<file path="src/rtl/useq_pkg.sv">
// Shared useq definitions: bridge state encoding and the core byte width.
// Latency: none (types and constants only).
// Backpressure: not applicable.
package useq_pkg;

    // Width of one message byte on both the host and the core side.
    localparam int BYTE_W = 8;

    // Bridge state encoding; values are fixed because useq-side tooling decodes them.
    typedef enum logic [2:0] {
        IDLE = 3'd0,
        WR   = 3'd1,
        RD   = 3'd2,
        RCAP = 3'd3,
        GAP  = 3'd4
    } bridge_state_t;

    // Last serviced operation, used for round-robin between write and read.
    typedef enum logic {
        OP_WR = 1'b0,
        OP_RD = 1'b1
    } op_t;

    // Number of idle cycles actually spent in GAP (never less than one).
    function automatic int gap_cycles(input int poll_gap);
        return (poll_gap < 1) ? 1 : poll_gap;
    endfunction

endpackage

</file>
<file path="src/rtl/useq_fifo_bridge.sv">
// Bridges a host valid/ready byte stream to the useq core message FIFO strobes.
// Latency: write strobe 1 cycle after s_valid&s_ready; m_valid 2 cycles after the read strobe.
// Backpressure: s_ready low while busy or fifo_full; no read while hold register is full.
//
// Ports:
//   clk, rst                    clock and synchronous active-high reset
//   s_data/s_valid/s_ready      host-to-core byte stream
//   m_data/m_valid/m_ready      core-to-host byte stream
//   write_fifo/read_fifo        registered single-cycle strobes to the core FIFO
//   fifo_in/fifo_out            byte written to / read from the core FIFO
//   fifo_empty/fifo_full        core FIFO flags (lag a strobe by one cycle)
//   busy                        high whenever the bridge is not in IDLE
//
// Build option: define USEQ_BRIDGE_READ_EN to include the core-to-host read path.
// Without it the m_* outputs and read_fifo are tied low and only writes are arbitrated.
module useq_fifo_bridge
    import useq_pkg::*;
#(
    parameter int POLL_GAP = 2
) (
    input  logic              clk,
    input  logic              rst,
    input  logic [BYTE_W-1:0] s_data,
    input  logic              s_valid,
    output logic              s_ready,
    output logic [BYTE_W-1:0] m_data,
    output logic              m_valid,
    input  logic              m_ready,
    output logic              write_fifo,
    output logic              read_fifo,
    output logic [BYTE_W-1:0] fifo_in,
    input  logic [BYTE_W-1:0] fifo_out,
    input  logic              fifo_empty,
    input  logic              fifo_full,
    output logic              busy
);

    localparam int GAP_N = gap_cycles(POLL_GAP);
    localparam int CNT_W = ($clog2(POLL_GAP + 1) < 1) ? 1 : $clog2(POLL_GAP + 1);
    localparam logic [CNT_W-1:0] GAP_LOAD = CNT_W'(GAP_N);

    bridge_state_t    state;
    op_t              last_op;
    logic [CNT_W-1:0] gap_cnt;
    logic             wr_cand;
    logic             rd_cand;
    logic             sel_wr;

`ifdef USEQ_BRIDGE_READ_EN
    logic              hold_valid;
    logic [BYTE_W-1:0] hold_data;
    logic              sel_rd;
`endif

    // Arbitration between a pending host byte and a readable core byte.
    // When both are possible the op not taken last time wins; reset favours write.
    always_comb begin
        wr_cand = s_valid & ~fifo_full;
`ifdef USEQ_BRIDGE_READ_EN
        rd_cand = ~hold_valid & ~fifo_empty;
`else
        rd_cand = 1'b0;
`endif
        sel_wr  = wr_cand & (~rd_cand | (last_op == OP_RD));
`ifdef USEQ_BRIDGE_READ_EN
        sel_rd  = rd_cand & ~sel_wr;
`endif
    end

    assign s_ready = (state == IDLE) & sel_wr;
    assign busy    = (state != IDLE);

    always_ff @(posedge clk) begin
        if (rst) begin
            state      <= IDLE;
            write_fifo <= 1'b0;
            fifo_in    <= '0;
            last_op    <= OP_RD;
            gap_cnt    <= '0;
`ifdef USEQ_BRIDGE_READ_EN
            read_fifo  <= 1'b0;
            hold_valid <= 1'b0;
            hold_data  <= '0;
`endif
        end else begin
`ifdef USEQ_BRIDGE_READ_EN
            // Host pop can happen in any state; RCAP only runs with the register
            // empty, so its set below never collides with this clear.
            if (hold_valid && m_ready) begin
                hold_valid <= 1'b0;
            end
`endif
            case (state)
                IDLE: begin
                    if (sel_wr) begin
                        fifo_in    <= s_data;
                        write_fifo <= 1'b1;
                        last_op    <= OP_WR;
                        state      <= WR;
                    end
`ifdef USEQ_BRIDGE_READ_EN
                    else if (sel_rd) begin
                        read_fifo <= 1'b1;
                        last_op   <= OP_RD;
                        state     <= RD;
                    end
`endif
                end
                WR: begin
                    write_fifo <= 1'b0;
                    gap_cnt    <= GAP_LOAD;
                    state      <= GAP;
                end
`ifdef USEQ_BRIDGE_READ_EN
                RD: begin
                    read_fifo <= 1'b0;
                    state     <= RCAP;
                end
                RCAP: begin
                    // The core registers fifo_out one cycle after the strobe.
                    hold_data  <= fifo_out;
                    hold_valid <= 1'b1;
                    gap_cnt    <= GAP_LOAD;
                    state      <= GAP;
                end
`endif
                GAP: begin
                    // Also absorbs the one-cycle lag of fifo_empty/fifo_full.
                    if (gap_cnt <= CNT_W'(1)) begin
                        gap_cnt <= '0;
                        state   <= IDLE;
                    end else begin
                        gap_cnt <= gap_cnt - 1'b1;
                    end
                end
                default: state <= IDLE;
            endcase
        end
    end

`ifdef USEQ_BRIDGE_READ_EN
    assign m_valid = hold_valid;
    assign m_data  = hold_data;
`else
    assign read_fifo = 1'b0;
    assign m_valid   = 1'b0;
    assign m_data    = '0;

    // Read-side inputs stay on the port list for pin compatibility only.
    logic unused_rd;
    assign unused_rd = ^{fifo_out, fifo_empty, m_ready};
`endif

endmodule

</file>
<file path="config.mk">
export PLATFORM = sky130hd
export DESIGN_NAME = useq_fifo_bridge
export DESIGN_NICKNAME = d
export VERILOG_FILES = /design/src/rtl/useq_pkg.sv /design/src/rtl/useq_fifo_bridge.sv
export SDC_FILE = /design/constraint.sdc
export NUM_CORES = 1
export LEC_CHECK = 0
export ABC_AREA = 1
export ABC_CLOCK_PERIOD_IN_PS = 3300
export CAP_MARGIN = 20
export CORE_UTILIZATION = 38
export DETAILED_ROUTE_END_ITERATION = 6
export GPL_TIMING_DRIVEN = 1
export PLACE_DENSITY = 0.79
export SYNTH_ARGS = -nofsm -noshare
export SYNTH_HDL_FRONTEND = slang
export SYNTH_SLANG_ARGS = --single-unit
</file>
<file path="constraint.sdc">
create_clock -name clk -period 3.3 [get_ports clk]
set_clock_uncertainty 0.2 [all_clocks]
set_input_delay 0.66 -clock clk [delete_from_list [all_inputs] [get_ports clk]]
set_output_delay 0.66 -clock clk [all_outputs]
set_load 0.02 [all_outputs]
</file>
# [Yosys cells after proc, flatten, opt, wreduce, memory -nomap -nowiden]
# Index checks and enable logic that the tools add are counted.
[totals] word_cells=27 input_bits=22 register_bits=14 output_inout_bits=21
[classes] n_bitwise=3 addsub=1 n_reduce_logical=7 magnitude_cmp=1 mux=7 eq_ne=4
[op_table] op="3-bit case mux with 3 select lines" n=1
[op_table] op="3-bit two-way mux" n=2
[op_table] op="2-bit AND reduction" n=3
[op_table] op="2-bit != test, second input constant" n=2
[op_table] op="2-bit case mux with 2 select lines" n=1
[op_table] op="2-bit nonzero test" n=2
[op_table] op="3-bit by 1-bit == test with 1-bit output, second input constant" n=1
[op_table] op="3-bit == test, second input constant" n=1
[op_table] op="3-bit logical NOT" n=1
[op_table] op="3-bit nonzero test" n=1
[op_table] op="1-bit AND" n=2
[op_table] op="2-bit by 1-bit less-or-equal comparator with 1-bit output, second input constant" n=1
[op_table] op="2-bit two-way mux" n=1
[op_table] op="1-bit case mux with 2 select lines" n=1
[op_table] op="2-bit by 1-bit subtractor with 2-bit output, second input constant" n=1
[op_table] op="1-bit two-way mux" n=1
[op_table] op="1-bit inverter" n=1

# [Longest topological paths before layout]
[logic_depth] depth_word=4 mapped_depth=6 depth_no_buf=6

# [Worst setup path after synthesis]
# No wires, ideal clock.
[synth_timing] path_kind="input to output" startpoint="in fifo_full" endpoint="out s_ready" path_stages=3 setup_slack_ns=1.434 required_time_ns=2.440 path_buffers=0 t_arrival_ns=1.006 cell_sequence="inv_1 > nand3_4 > clkinv_4"
[synth_between] elab_chain_len=3
[synth_rtl] item="from (decl)" line_no="useq_fifo_bridge.sv:34" text="input logic fifo_full,"
[synth_rtl] item="1-bit inverter" line_no="useq_fifo_bridge.sv:58" text="wr_cand = s_valid & ~fifo_full;"
[synth_rtl] item="1-bit AND" line_no="useq_fifo_bridge.sv:58"
[synth_rtl] item="1-bit AND" line_no="useq_fifo_bridge.sv:70" text="assign s_ready = (state == IDLE) & sel_wr;"
[synth_rtl] item="to (decl)" line_no="useq_fifo_bridge.sv:25" text="output logic s_ready,"
# No other way between the ends.

# [Final worst setup path]
[layout_timing] startpoint="in s_valid" endpoint="out s_ready"
[layout_between] elab_chain_len=2
[layout_rtl] item="from (decl)" line_no="useq_fifo_bridge.sv:24" text="input logic s_valid,"
[layout_rtl] item="1-bit AND" line_no="useq_fifo_bridge.sv:58"
[layout_rtl] item="1-bit AND" line_no="useq_fifo_bridge.sv:70"
# No other way between the ends.

==> reports/results.ini <==
[power_and_ir_drop]
p_total_mw = 0.582
ir_worst_vdd_mv = 0.293
p_leak_nw = 0.380
power_density_nw_per_um2 = 627

[yosys]
synthFlopType = dfxtp_1
synthTopCellsByArea = dfxtp_1 37%, buf_4 11%, a21oi_2 10%, nand2_1 8.6%, ha_1 7.2%
yosys.area.top_type = dfxtp_1
synth-seq-area-share_pct = 37.3
postSynthAreaPerCell_sq_um = 8.20
synth_cell_types = 16
synth-seq-cells = 13
synth_top_area_share_pct = 37.3
yosysWarningCount = 0
synth_most_common_cell = nand2_1
synth_common_cells = 16 x nand2_1, 13 x dfxtp_1, 10 x buf_4
synthArstFlopShare_pct = 0
netlist_area_sq_um = 697
synth_cells = 85
synth_enable_flop_cells = 0

[placement]
place_congestion = 0.738
hpwl_um = 951
place_area_sq_um = 902
io_buffer_count = 22

[sta]
fin_crit_ns = 2.98
relSlewSlack_pct = 63.2
worstMarginPinSlew_ns = 0.551
rsz0062_at_grt = no
fmax_mhz = 336
fin_setup_tns_ns = 0
period_share_pct = 90.2
hold_violations = 0
slew_violations = 0
setup_viol = 0

[drt]
wirelength_mm = 1.19
wl_per_cell_um = 8.90
ant_nets = 0
vias = 564
remaining_drc_errors = 0
first_iter_violations = 3
firstDrtPassIters = 3
vias_per_cell = 4.21

[setup_path]
crit_fanout = 10
cp_cell_sequence = clkdlybuf4s50_1 -> nand3_4 -> clkinv_4 -> clkdlybuf4s50_1
end_kind = output port
path_class = input pin to output port
crit_top_cell = clkdlybuf4s50_1
slowest_stage = clkdlybuf4s50_1
cp.required_ns = 2.44
r2r_slack_ns = 1.81
cp.arrival_ns = 2.12
max_stage_delay_ns = 0.61
critPathLaunchType = input pin

[cts]
cts_sinks = 13
cts_resized = 0
clk_pin_slew_ns = 0.07
postCtsSetupBuffers = 0
hold_buffers = 0
insertion_delay_ns = 0.26
ctsHtreeMaxLevel = 1
cts_tree = done
cts_buffers = 3
clk_path_buf_depth = 2
cts-root-buf = clkbuf_4

[floorplan]
dieArea_sq_um = 2010
core_sq_um = 1730
die_x_um = 44.8
floorplan.initialDensity_pct = 40.4
row_count = 15
io-pin-count = 43
fp.dieH_um = 44.8

[global_route]
grt_pass1_wl_mm = 1.98
grt_remaining_overflow = 0
grt_pass1_vias = 504
grt_max_degree = 12
antenna_found_initial = 0
grt_usage_pct = 14.1

[final_layout]
nets = 136
area_delta_synth_final_pct = 33.2
drive_gt1_share_pct = 20.2
final_area_sq_um = 928
antennaDiodeCount = 0
fillCellCount = 166

[worst_hold_path]
min_path_type = flip-flop to flip-flop

[flow_run]
maxCapViolations = 0

[outcome]
status = finished, final reports clean

==> where the power goes <==
part           internal, mW  total [mW]  switching [mW]  leakage (nW)
sequential            0.188       0.206          0.0183         0.106
clock                0.0467      0.0922          0.0455        0.0150
combinational         0.119       0.284           0.165         0.259
==> through the flow <==
step | util (%) | worst slack (ns) | hold WS, ns | std cells
2_1_floorplan | - | 1.43 | 0.254 | 94
3_3_place_gp | 52.2 | 0.307 | 0.263 | 130
3_5_place_dp | 52.2 | 0.324 | 0.268 | 130
4_1_cts | 53.8 | 0.310 | 0.285 | 134
5_1_grt | 53.8 | 0.256 | 0.301 | 134
6_report | 53.8 | 0.324 | 0.283 | 134
==> cell type report <==
type,instances,area [sq um],area share [%]
flip-flops and latches,13,260,28.0
inverters,10,42.5,4.58
clock buffers,4,26.3,2.83
well taps,25,31.3,3.37
multi-input cells,60,348,37.5
repair buffers,22,220,23.7
==> final timing paths <==
kind | start | cells past startpoint | to
max | s_valid | 4 | s_ready
min | fifo_in[5] | 2 | fifo_in[5]
max reg2reg | state[0] | 5 | gap_cnt[1]
min reg2reg | fifo_in[5] | 2 | fifo_in[5]
==> critical path: cells and delay by family <==
kind,cells,cell delay [ns]
simple gates,1,0.17
buf+inv,3,1.28
==> layout by cell type, fill, tap and decap left out <==
master            n
clkinv_4          1
clkbuf_4          3
o21ai_0           1
ha_1              4
dfxtp_1          13
nand2_2           8
a21oi_1           5
clkbuf_1          1
nor2_1            3
a21oi_2           8
conb_1           10
inv_1             9
nand3_1           3
nand2_1          16
nand3_4           1
clkdlybuf4s50_1  22
or2_2             1
==> sequential cells by signal (all words and copies together) (netlist names) <==
register / count
fifo_in: 8
write_fifo: 1
state: 2
gap_cnt: 2
==> metal layers <==
layer,vias to the layer above,part of all wire [%],global-route usage (%)
li1,293,-,-
met5,-,0,0
met1,241,44,15.0
met4,0,0.84,10.9
met2,28,47,24.4
met3,2,8.3,2.80
==> cells by family after synthesis <==
logic type | count (synthesis) | share of synthesized area (%)
buffers and inverters | 21 | 17.6
other | 1 | 0.538
adders and majority gates | 4 | 7.18
AOI/OAI and AO/OA | 14 | 14.4
and+or+nand+nor | 32 | 23.0
DFF | 13 | 37.3
No activity file was read; power rests on OpenSTA's default activity.
==> RTL change 1, RTL diff (config.mk and constraints unchanged) <==
Add a define of `USEQ_BRIDGE_READ_EN`.
--- a/src/rtl/useq_fifo_bridge.sv
+++ b/src/rtl/useq_fifo_bridge.sv
@@ -14,4 +14,6 @@
 // Build option: define USEQ_BRIDGE_READ_EN to include the core-to-host read path.
 // Without it the m_* outputs and read_fifo are tied low and only writes are arbitrated.
+`define USEQ_BRIDGE_READ_EN
+
 module useq_fifo_bridge
     import useq_pkg::*;
Check against the original RTL: not equivalent (a bounded check fails within 4 cycles, from zero or initial values and one cycle with rst high).
==> RTL change 1 against the original RTL <==
Via count is 81% higher; design area is 64% higher; critical path depth is 2 higher; first-iteration DRC count grew to 4.3 times the old value; worst setup slack worse by 0.091 ns; wire length is 90% higher; area after synthesis is 52% higher; total power is 23% higher; sequential cell count is 12 higher; largest power group is now registers.
==> RTL change 1: results (changes against the original RTL) <==
[route]
dr.pass1.iters=4  ; +1
vias=1023  ; +81%
drt_iter0_drc=13  ; +10
wl_um=2270  ; +90%

[layout]
drive_above_1_share_pct=9.68  ; -11 points
fill_cells=250  ; +51%
final_nets=209  ; +54%

[clocking]
cts.clk_slew.worst_paths_ns=0.13  ; +0.06 ns
clock_latency_ns=0.32  ; +0.06 ns

[global_routing]
grt_pass1_vias=946  ; +88%
use_met3_pct=6.94  ; +4.1 points
track_usage_pct=17.5  ; +3.4 points
grt_pass1_wl_um=3720  ; +88%
use_met2_pct=34.3  ; +9.9 points
use_met1_pct=16.6  ; +1.7 points
grt_max_degree=20  ; +8

[synthesis]
ys_seq_area_share_pct=47.4  ; +10 points
synth_nets=164
ys_top_cells_by_area=dfxtp_1, nor2_1, nand2_1, inv_1, nand4_1
synth-compound-area-share_pct=8.53  ; -5.8 points
synth_common_cells=nor2_1, dfxtp_1, nand2_1
yosysWarnings=0  ; unchanged
synthDistinctLibCells=18  ; +2

[place]
portBuffers=42  ; +91%
gp_congestion=0.737  ; -0.22%
place_hpwl_um=1780  ; +87%

[power_and_ir_drop]
ir_drop_uv=379  ; +29%
top_power_group=registers
p_int_mw=0.483  ; +37%
p_leak_nw=0.657  ; +73%
clk-power_mw=0.136  ; +48%
pwr-share-seq_pct=49.3  ; +14 points

[run_status]
outcome=complete, no violations

[timing]
slew_headroom_pct=81.1  ; +18 points

[die]
die-area_sq_mm=0.00299  ; +49%

==> RTL change 1: cell count changes after synthesis, sizes merged, moves of 2 or more <==
cell   before  now
nor2        3   39
o21ai       1   11
nand3       4    6
ha          4    0
nand2      24   22
dfxtp      13   25
a21oi      13    7
buf        11    3
inv         9   20
nand4       0    9
==> RTL change 1: path summary, 6_finish.rpt <==
kind	startpoint	end	slack (ns)	depth (start not counted)
setup reg to reg	state[2]	write_fifo	1.97	5
setup / recovery	fifo_empty	s_ready	0.23	6
hold / removal	read_fifo	read_fifo	0.26	2
hold reg to reg	read_fifo	read_fifo	0.26	2
==> RTL change 1: per-layer routing <==
metal,part of all wire (%),vias up
li1,-,542
met1,40,437
met2,50,42
met3,10,2
met4,0.26,0
met5,0,-
==> RTL change 1: worst min-delay path, cell delays in order, from the launching register on <==
cell and delay (ns):
dfxtp_1 0.33, inv_1 0.04, a21oi_1 0.05
==> RTL change 1: final cells by class <==
type | instances | area (sq um) | share of cell area, %
inverters | 20 | 75.1 | 4.92
flip-flops and latches | 25 | 500 | 32.8
repair buffers | 43 | 428 | 28.0
clock buffers | 4 | 26.3 | 1.72
well taps | 30 | 37.5 | 2.46
multi-input cells | 94 | 459 | 30.1
==> RTL change 1: stage by stage <==
step	worst slack (ns)	cell area (sq um)	std cells	total power, mW	util [%]
2_1_floorplan	1.38	1060	142	0.500	-
3_3_place_gp	0.244	1500	212	0.582	58.9
3_5_place_dp	0.229	1500	212	0.588	58.9
4_1_cts	0.228	1530	216	0.725	60.0
5_1_grt	0.160	1530	216	0.764	60.0
6_report	0.233	1530	216	0.715	60.0
==> RTL change 2, RTL diff (config.mk and constraints unchanged) <==
Without the edit above. Encoding of `bridge_state_t`: now one-hot (5 bits for 5 states).
--- a/src/rtl/useq_pkg.sv
+++ b/src/rtl/useq_pkg.sv
@@ -8,10 +8,10 @@
 
     // Bridge state encoding; values are fixed because useq-side tooling decodes them.
-    typedef enum logic [2:0] {
-        IDLE = 3'd0,
-        WR   = 3'd1,
-        RD   = 3'd2,
-        RCAP = 3'd3,
-        GAP  = 3'd4
+    typedef enum logic [4:0] {
+        IDLE = 5'b00001,
+        WR   = 5'b00010,
+        RD   = 5'b00100,
+        RCAP = 5'b01000,
+        GAP  = 5'b10000
     } bridge_state_t;
 
Function: no difference found for any inputs over 10 cycles, from zero or initial values and one cycle with rst high; not proved beyond that.
==> RTL change 2 against the original RTL <==
Design area increased by 3.5%; sequential cell count increased by 1; wire length increased by 10%; worst setup slack got worse by 0.034 ns; synthesized cell count increased by 11%; critical path depth increased by 1; final cell count increased by 8.2%; area after synthesis increased by 1.4%; critical endpoint unchanged; largest cell class unchanged; highest routed layer unchanged.
Power is not compared: it rests on default switching activity, and its combinational part moved more than twofold at a synthesized area within 25%.
==> RTL change 2: results (changes against the original RTL) <==
[worst_setup_path]
crit_fanout=10  ; unchanged
cp.arrival_ns=2.15  ; +0.03 ns

[route]
dr.pass1.iters=4  ; +1
drt_iter0_drc=7  ; +4
vias=635  ; +13%
wl_um=1310  ; +10%
wl_per_cell_um=9.04  ; +1.6%

[power_and_ir_drop]
switching_share_pct=29.5
p_leak_nw=0.447
ir_drop_uv=197

[clocking]
htreeDepth=1  ; unchanged
clk_root_buffer_cell=clkbuf_4
ctsHoldBuffers=0  ; unchanged
post_cts_buffers=0  ; unchanged
cts_made_buffers=3  ; unchanged
clock_latency_ns=0.27
cts.clk_slew.worst_paths_ns=0.08
cts_resized=0  ; unchanged
cts.path.max_buffers=2  ; unchanged

[synthesis]
synthMuxAreaShare_pct=0  ; unchanged
synth_fa_ha_area_share_pct=0  ; -7.2 points
ys_top_cells_by_area=dfxtp_1, buf_4, nor2_1, nand3_1, nand2_1
synth-compound-area-share_pct=4.42  ; -9.9 points
async_flop_share_pct=0  ; unchanged
synthXorXnorAreaFrac_pct=0  ; unchanged
synthDistinctLibCells=18  ; +2
synth.avg_cell_area_sq_um=7.52  ; -8.3%
ys_seq_area_share_pct=39.6  ; +2.3 points
yosysWarnings=0  ; unchanged
ys.flop_type=dfxtp_1
synth_common_cells=nor2_1, dfxtp_1, nand2_1

[layout]
reg.largest.list=fifo_in: 8 flops, state: 3 flops, gap_cnt: 2 flops
largest_reg_flops=8  ; unchanged
drive_above_1_share_pct=11.7  ; -8.5 points
fill_cells=179  ; +7.8%
diodes=0  ; unchanged

[place]
portBuffers=22  ; unchanged
place_inst=141  ; +8.5%
gp_congestion=0.689  ; -6.7%
place_hpwl_um=1030  ; +8.4%

[global_routing]
antenna_found_initial=0  ; unchanged
grt_pass1_vias=519  ; +3.0%
track_usage_pct=13.8  ; -0.27 points
grt_pass1_wl_um=2050  ; +3.5%
grt_max_degree=11  ; -1

[run_status]
outcome=complete, no violations

[min_path]
hp-class=reg2reg

[job]
max-cap-violations=0  ; unchanged

==> RTL change 2: cell types whose count changed after synthesis, moves of 2 or more <==
| cell | before | now |
|---|---|---|
| nand3_1 | 3 | 11 |
| nand2_1 | 16 | 13 |
| a21oi_2 | 8 | 0 |
| nor2_8 | 0 | 2 |
| ha_1 | 4 | 0 |
| inv_2 | 0 | 3 |
| nand4_1 | 0 | 2 |
| nand2_2 | 8 | 1 |
| nor2_1 | 3 | 18 |
==> RTL change 2: final cells by class <==
class	instances	area, sq um	share of cell area (%)
well taps	25	31.3	3.26
multi-input cells	65	328	34.1
clock buffers	4	36.3	3.78
inverters	14	57.6	5.99
repair buffers	23	228	23.7
flip-flops and latches	14	280	29.2
==> RTL change 2: power groups by stage <==
| stage | Combinational (mW) | Sequential [mW] | Clock (mW) |
|---|---|---|---|
| final | 0.109 | 0.187 | 0.122 |
| after global routing | 0.119 | 0.188 | 0.134 |
| after CTS | 0.109 | 0.187 | 0.126 |
| after detailed placement | 0.109 | 0.191 | 0 |
| after global placement | 0.107 | 0.190 | 0 |
| after floorplan | 0.0634 | 0.201 | 0 |
==> RTL change 2: cell families (layout without fill, tap and decap cells) <==
logic type             after synthesis  after routing
flip-flops                          14             14
buffers and inverters               24             41
other                                1             10
AO/OA/AOI/OAI                        6              6
AND/OR/NAND/NOR                     49             49
==> RTL change 2: metrics by stage <==
stage | worst slack (ns) | util, % | area, sq um | power, mW | hold slack, ns
after CTS | 0.274 | 55.7 | 961 | 0.423 | 0.278
after global placement | 0.282 | 53.6 | 925 | 0.298 | 0.261
after floorplan | 1.36 | - | 741 | 0.264 | 0.251
after global routing | 0.233 | 55.7 | 961 | 0.441 | 0.304
after detailed placement | 0.275 | 53.6 | 925 | 0.300 | 0.266
final | 0.290 | 55.7 | 961 | 0.417 | 0.275
==> RTL change 2: final timing paths <==
path | slack [ns] | end | cells past startpoint | start
max | 0.29 | s_ready | 5 | fifo_full
min | 0.27 | write_fifo | 2 | write_fifo
max reg2reg | 1.98 | fifo_in[4] | 6 | state[1]
min reg2reg | 0.27 | write_fifo | 2 | write_fifo
==> RTL change 2: per-layer routing <==
layer  up-vias  track usage, %  part of all wire, %
met3         2            3.60                  5.0
met2        28            23.2                   52
met5         -               0                    0
met1       280            16.0                   42
met4         0            7.27                 0.61
li1        325               -                    -
==> RTL change 2: critical path, cell delays in order <==
cell             delay [ns]
clkdlybuf4s50_1        0.49
nor2_8                 0.24
inv_6                  0.06
nor2_8                 0.10
clkdlybuf4s50_1        0.61
